**src/rtl/uart_rx.sv**
```systemverilog
// 8N1 UART receiver: 2-flop synchronizer, mid-bit sampling, level valid/ack output.
// Define UART_RX_PARITY_EN to add an even-parity bit between data and stop.
module uart_rx #(
  parameter int unsigned CLK_FREQ_HZ = 100000000,
  parameter int unsigned BAUD_RATE   = 115200
) (
  input  logic       i_clk,
  input  logic       i_rst,
  input  logic       i_rxd,
  input  logic       i_ack,
  output logic [7:0] o_data,
  output logic       o_valid,
  output logic       o_busy,
  output logic       o_frame_err,
  output logic       o_overrun,
  output logic       o_parity_err
);

  localparam int unsigned CLKS_PER_BIT = CLK_FREQ_HZ / BAUD_RATE;
  localparam int unsigned HALF_BIT     = CLKS_PER_BIT / 2;
  localparam int unsigned CntW         = $clog2(CLKS_PER_BIT);
  localparam logic [CntW-1:0] BitLast  = CntW'(CLKS_PER_BIT - 1);
  localparam logic [CntW-1:0] HalfLast = CntW'(HALF_BIT - 1);

  typedef enum logic [2:0] {
    StIdle,
    StStart,
    StData,
`ifdef UART_RX_PARITY_EN
    StParity,
`endif
    StStop
  } state_e;

  state_e            state_q, state_d;
  logic              rxd_meta_q, rxd_s_q;
  logic              rxd_prev_q, rxd_prev_d;
  logic [1:0]        settle_q, settle_d;
  logic [CntW-1:0]   cyc_q, cyc_d;
  logic [2:0]        bit_q, bit_d;
  logic [7:0]        shift_q, shift_d;
  logic [7:0]        data_q, data_d;
  logic              valid_q, valid_d;
  logic              frame_err_q, frame_err_d;
  logic              overrun_q, overrun_d;
  logic              fall;
`ifdef UART_RX_PARITY_EN
  logic              par_bad_q, par_bad_d;
  logic              parity_err_q, parity_err_d;
`endif

  always_ff @(posedge i_clk or posedge i_rst) begin
    if (i_rst) begin
      rxd_meta_q  <= 1'b1;
      rxd_s_q     <= 1'b1;
      rxd_prev_q  <= 1'b0;
      settle_q    <= 2'b00;
      state_q     <= StIdle;
      cyc_q       <= '0;
      bit_q       <= '0;
      shift_q     <= '0;
      data_q      <= '0;
      valid_q     <= 1'b0;
      frame_err_q <= 1'b0;
      overrun_q   <= 1'b0;
`ifdef UART_RX_PARITY_EN
      par_bad_q    <= 1'b0;
      parity_err_q <= 1'b0;
`endif
    end else begin
      rxd_meta_q  <= i_rxd;
      rxd_s_q     <= rxd_meta_q;
      rxd_prev_q  <= rxd_prev_d;
      settle_q    <= settle_d;
      state_q     <= state_d;
      cyc_q       <= cyc_d;
      bit_q       <= bit_d;
      shift_q     <= shift_d;
      data_q      <= data_d;
      valid_q     <= valid_d;
      frame_err_q <= frame_err_d;
      overrun_q   <= overrun_d;
`ifdef UART_RX_PARITY_EN
      par_bad_q    <= par_bad_d;
      parity_err_q <= parity_err_d;
`endif
    end
  end

  // The synchronizer holds its reset value of 1 for two cycles after release; keep the
  // edge history at 0 until real line samples arrive so a low line cannot fake a start.
  assign settle_d   = {settle_q[0], 1'b1};
  assign rxd_prev_d = rxd_s_q & settle_q[1];
  assign fall       = rxd_prev_q & ~rxd_s_q;

  always_comb begin
    state_d     = state_q;
    cyc_d       = cyc_q;
    bit_d       = bit_q;
    shift_d     = shift_q;
    data_d      = data_q;
    valid_d     = valid_q & ~i_ack;
    frame_err_d = 1'b0;
    overrun_d   = 1'b0;
`ifdef UART_RX_PARITY_EN
    par_bad_d    = par_bad_q;
    parity_err_d = 1'b0;
`endif

    unique case (state_q)
      StIdle: begin
        if (fall) begin
          state_d = StStart;
          cyc_d   = '0;
          bit_d   = '0;
        end
      end
      StStart: begin
        if (cyc_q == HalfLast) begin
          cyc_d   = '0;
          state_d = rxd_s_q ? StIdle : StData;
        end else begin
          cyc_d = cyc_q + CntW'(1);
        end
      end
      StData: begin
        if (cyc_q == BitLast) begin
          cyc_d   = '0;
          shift_d = {rxd_s_q, shift_q[7:1]};
          bit_d   = bit_q + 3'd1;
          if (bit_q == 3'd7) begin
`ifdef UART_RX_PARITY_EN
            state_d = StParity;
`else
            state_d = StStop;
`endif
          end
        end else begin
          cyc_d = cyc_q + CntW'(1);
        end
      end
`ifdef UART_RX_PARITY_EN
      StParity: begin
        if (cyc_q == BitLast) begin
          cyc_d     = '0;
          par_bad_d = rxd_s_q ^ (^shift_q);
          state_d   = StStop;
        end else begin
          cyc_d = cyc_q + CntW'(1);
        end
      end
`endif
      StStop: begin
        if (cyc_q == BitLast) begin
          cyc_d   = '0;
          state_d = StIdle;
          if (!rxd_s_q) begin
            frame_err_d = 1'b1;
`ifdef UART_RX_PARITY_EN
          end else if (par_bad_q) begin
            parity_err_d = 1'b1;
`endif
          end else begin
            // A same-cycle ack consumes the old byte, so the new one is not an overrun.
            data_d    = shift_q;
            valid_d   = 1'b1;
            overrun_d = valid_q & ~i_ack;
          end
        end else begin
          cyc_d = cyc_q + CntW'(1);
        end
      end
      default: state_d = StIdle;
    endcase
  end

  assign o_data      = data_q;
  assign o_valid     = valid_q;
  assign o_busy      = (state_q != StIdle);
  assign o_frame_err = frame_err_q;
  assign o_overrun   = overrun_q;
`ifdef UART_RX_PARITY_EN
  assign o_parity_err = parity_err_q;
`else
  assign o_parity_err = 1'b0;
`endif

endmodule

```
**config.mk**
```make
export PLATFORM = sky130hd
export DESIGN_NAME = uart_rx
export DESIGN_NICKNAME = d
export VERILOG_FILES = /design/src/rtl/uart_rx.sv
export SDC_FILE = /design/constraint.sdc
export NUM_CORES = 1
export LEC_CHECK = 0
export BUFFER_PORTS_ARGS = -buffer_cell sky130_fd_sc_hd__clkbuf_2
export CAP_MARGIN = 25
export CORE_ASPECT_RATIO = 1.1
export CORE_UTILIZATION = 61
export CTS_CLUSTER_SIZE = 14
export DETAILED_ROUTE_END_ITERATION = 10
export HOLD_SLACK_MARGIN = 0.1
export PLACE_DENSITY = 0.82
export SLEW_MARGIN = 0
export SYNTH_ARGS = -nofsm -noshare
export SYNTH_HDL_FRONTEND = slang
export SYNTH_SLANG_ARGS = --single-unit
```
**constraint.sdc**
```tcl
create_clock -name i_clk -period 4.4 [get_ports i_clk]
set_clock_uncertainty 0.1 [all_clocks]
set_input_delay 0.44 -clock i_clk [delete_from_list [all_inputs] [get_ports i_clk]]
set_output_delay 0.44 -clock i_clk [all_outputs]
set_load 0.05 [all_outputs]
```
# Word level (Yosys, flattened, before mapping)
# Index checks and enable logic that the tools add are counted.
# word_totals
register_bits,40
# op_classes
n_reduce_logical,10
n_addsub,2
n_bitwise,5
mux,23
eq_ne,11
# ops
op,n
$mux W10,3
$pmux W10 S3,1
$mux W3,7
$pmux W3 S4,1
$add A10 B1 Y10 const B,1
$eq A10 B10 Y1 const B,1
$eq A10 B9 Y1 const B,1
$ne A2 B2 Y1 const B,5
$mux W1,9
$eq A3 B2 Y1 const B,2
$pmux W3 S2,1
$reduce_and A3 Y1,2
$reduce_bool A3 Y1,2
$reduce_and A5 Y1,1
$reduce_and A2 Y1,2
$add A3 B1 Y3 const B,1
$and A1 B1 Y1,3
$eq A3 B1 Y1 const B,1
$eq A3 B3 Y1 const B,1
$logic_not A3 Y1,1
$mux W2,1
$not A1 Y1,2
$reduce_bool A2 Y1,1
$reduce_or A2 Y1,1

# Longest topological paths before layout
# logic_depth
depth_word,5
depth_mapped,7

# Worst setup path before layout
# Ideal clock, no wire load.
# synth_path
path_kind,reg2reg
from,reg cyc_q[0]
to,"reg data_q[0], in the netlist o_data[0]"
path_stages_with_launch,7
setup_time_ns,0.125
t_arrival_ns,1.783
n_path_buf,1
slack_ns,2.393
t_required_ns,4.175
period_less_slack_ns,2.007
path_cell_list,dfrtp_1 ha_1 nand2b_1 nor3_1 and3_1 buf_4 mux2_2
# synth_between
elab_chain_len,2
# synth_rtl
item,line_no,rtl
"start, declared",39,"logic [CntW-1:0] cyc_q, cyc_d;"
"start signal, assigned",76,cyc_q <= cyc_d;
$eq A10 B10 Y1,154,if (cyc_q == BitLast) begin
$reduce_and A3 Y1 (no line),-,
"end signal, assigned",79,data_q <= data_d;
"end, declared",42,"logic [7:0] data_q, data_d;"
# No other way between the ends.
# A chain may end at the register's enable or synchronous reset.

# Final worst setup path
# layout_path
from,reg cyc_q[0]
to,"reg data_q[7], in the netlist o_data[7]"
# Same word-level chain as after synthesis.

==> flow_metrics.py <==
metrics = {
    "drt": {
        "postRouteAntennaNets": 0,
        "drt-vias-per-instance": 6.02,
        "vias": 1211,
        "dr.pass1.iters": 4,
        "wl_per_cell_um": 16.0,
        "drtIter0Drc": 19,
        "routed_wl_mm": 3.21,
        "drc": 0,
    },
    "critical_path": {
        "worst-path-buf-inv": 0,
        "startpoint_type": "flip-flop",
        "worstPathCellList": "ha_1, nand2b_1, nor3_1, and3_1, mux2_2",
        "crit_type": "reg -> reg",
        "cp_max_fo": 10,
        "end_kind": "flip-flop",
        "path_delay_family": "simple AND/OR/NAND/NOR gates",
        "slowest_stage": "nor3_1",
        "required_ps": 4550,
        "slowest_delay_ps": 550,
        "arrival_ps": 2650,
    },
    "die": {
        "io_pins": 17,
        "initial_core_util_pct": 64.5,
        "dieWidth_um": 53.7,
        "die_y_um": 58.8,
        "die_area_mm2": 0.00316,
        "core_area_mm2": 0.00278,
        "num_rows": 20,
    },
    "global_routing": {
        "grt_pass1_vias": 1199,
        "grt_pass1_wl_mm": 5.26,
        "gr-total-overflow": 0,
        "antenna_found_initial": 0,
        "track_usage_pct": 24.3,
        "grt_max_degree": 40,
    },
    "pwr": {
        "peakVddDrop_uv": 335,
        "power_mw": 0.758,
        "internal-power_mw": 0.502,
        "power_leakage_nw": 0.974,
        "pwr-share-clk_pct": 24.2,
        "p_sw_share_pct": 33.8,
        "pwr_density_cell_mw_per_mm2": 388,
        "power_frac_comb_pct": 17.6,
        "p_sw_mw": 0.256,
        "seqPwrFrac_pct": 58.1,
    },
    "cells_and_area": {
        "area_growth_pct": 9.15,
        "stdcell_area_mm2": 0.00195,
        "drive_above_1_share_pct": 29.2,
        "nets": 175,
        "layoutNonFillerInstCount": 201,
        "fill_cells": 192,
        "antenna_cells": 0,
        "final_util_pct": 70.4,
    },
    "placement": {
        "post-place-ws_ps": 1920,
        "placed_cell_area_mm2": 0.00188,
        "routabilityCongestion": 0.892,
        "dp_hpwl_mm": 2.25,
        "dp_cells": 191,
        "numPortBuffers": 15,
    },
    "synthesis": {
        "synth_seq_area_share_pct": 54.6,
        "synth_warnings": 0,
        "avgSynthCellArea_um2": 12.1,
        "syn_inst": 148,
        "synth.area.top_cells": "dfrtp_1, mux2_2, dfstp_2",
        "synth_cell_types": 43,
        "ys_ff_latch": 39,
        "synth_nets": 156,
        "yosys.area.top_type_share_pct": 51.7,
        "syn-cell-area_mm2": 0.00179,
        "synth_top_area_cell": "dfrtp_1",
    },
    "cts": {
        "clk_path_buf_depth": 2,
        "ctsHtreeMaxLevel": 2,
        "postCtsSetupRepairBufs": 0,
        "cts_sinks": 39,
        "cts_tree": "built",
        "cts_root_buf": "clkbuf_4",
        "clock_latency_ps": 360,
        "cts_made_buffers": 5,
        "clkTransAtPathRegs_ps": 130,
        "ctsResizeCount": 0,
        "hold_buffers": 2,
    },
    "timing": {
        "hold_violations": 0,
        "relSlewSlack_pct": 56.4,
        "tightest_slew_ps": 652,
        "fin_crit_sh_pct": 56.9,
        "timing.hold.ws_ps": 237,
        "setup_viol": 0,
        "setup_tns_ps": 0,
        "clock.fmax_ghz": 0.399,
        "period_needed_ps": 2500,
        "slew_violations": 0,
        "timing.final.ws_setup_ps": 1900,
        "rsz0062_at_grt": "no",
    },
    "min_path": {
        "min_path_type": "in -> reg",
    },
    "job": {
        "max-cap-violations": 0,
    },
    "status": {
        "status": "finished, final reports clean",
    },
}
## power groups by stage
stage	clock (mW)	combinational [mW]	sequential [mW]
after floorplan	0	0.119	0.427
after global placement	0	0.124	0.443
after detailed placement	0	0.132	0.447
after CTS	0.186	0.133	0.439
after global routing	0.201	0.151	0.447
final	0.184	0.134	0.441
## kinds of logic (layout without fill, tap and decap cells)
family | after synthesis | after routing | share of synthesized area [%]
flip-flops | 39 | 39 | 54.6
AND/OR/NAND/NOR | 43 | 43 | 14.9
XOR/XNOR | 2 | 2 | 0.979
buffers and inverters | 13 | 33 | 3.56
multiplexers | 18 | 18 | 11.3
adder cells (fa/ha/maj) | 4 | 4 | 2.80
other | 2 | 2 | 0.419
AO/OA/AOI/OAI | 27 | 27 | 11.4
## worst register-to-register path: stages, from the launching register on
cell      delay [ps]
dfrtp_1          470
ha_1             240
nand2b_1         150
nor3_1           550
and3_1           520
mux2_2           380
## sequential cells by signal (all words and copies together) (netlist names)
name         cells
rxd_s_q          1
shift_q          8
o_frame_err      1
settle_q         2
o_data           8
cyc_q           10
state_q          2
rxd_prev_q       1
o_overrun        1
bit_q            3
rxd_meta_q       1
o_valid          1
## per-layer routing
layer  global-route usage (%)  vias to the layer above  share of wire [%]
met5                        0                        -                  0
met4                     16.2                        0                1.6
met3                     5.94                        5                3.8
met2                     38.9                       32                 50
met1                     28.3                      608                 44
li1                         -                      566                  -
## cell usage after synthesis, drive strengths merged
cell type and count:
a21boi 1, a21o 3, a21oi 2, a22o 1, a2bb2oi 2, a31oi 1, a32o 1, and2 1
and3 4, buf 5, clkbuf 1, conb 2, dfrtp 37, dfstp 2, ha 4, inv 7
mux2 18, nand2 11, nand2b 2, nand3 5, nand4 1, nand4b 2, nand4bb 1, nor2 1
nor2b 2, nor3 3, nor4 2, o211ai 2, o21a 1, o21ai 8, o31ai 3, o32ai 1
o41ai 1, or2 2, or3 3, or3b 1, or4 2, xnor2 1, xor2 1
## cell type report
class                           instances  area (um2)  share of cell area [%]
Inverter                                7        26.3                    1.34
Timing Repair Buffer                   18         103                    5.25
Clock inverter                          3        20.0                    1.02
Tap cell                               33        41.3                    2.11
Multi-Input combinational cell         96         748                    38.3
Clock buffer                            5        37.5                    1.92
Sequential cell                        39         978                    50.1
## worst paths after layout
check | depth (start not counted) | startpoint | slack (ps) | end
max | 5 | cyc_q[0] | 1900 | o_data[7]
min | 3 | i_ack | 240 | o_valid
max reg2reg | 5 | cyc_q[0] | 1900 | o_data[7]
min reg2reg | 0 | rxd_meta_q | 270 | rxd_s_q
max in group asynchronous | 4 | i_rst | 3220 | rxd_s_q
min in group asynchronous | 4 | i_rst | 600 | o_data[2]
## cells in the final DEF (no fill, tap or decap), drive strengths merged, types with 3 or more instances in the layout
| cell | count |
|---|---|
| a21o | 3 |
| o21ai | 8 |
| nand3 | 5 |
| nor3 | 3 |
| nand2 | 11 |
| inv | 7 |
| or3 | 3 |
| mux2 | 18 |
| and3 | 4 |
| ha | 4 |
| clkbuf | 20 |
| dfrtp | 37 |
| o31ai | 3 |
Note: power is estimated with default switching activity, not from simulation.
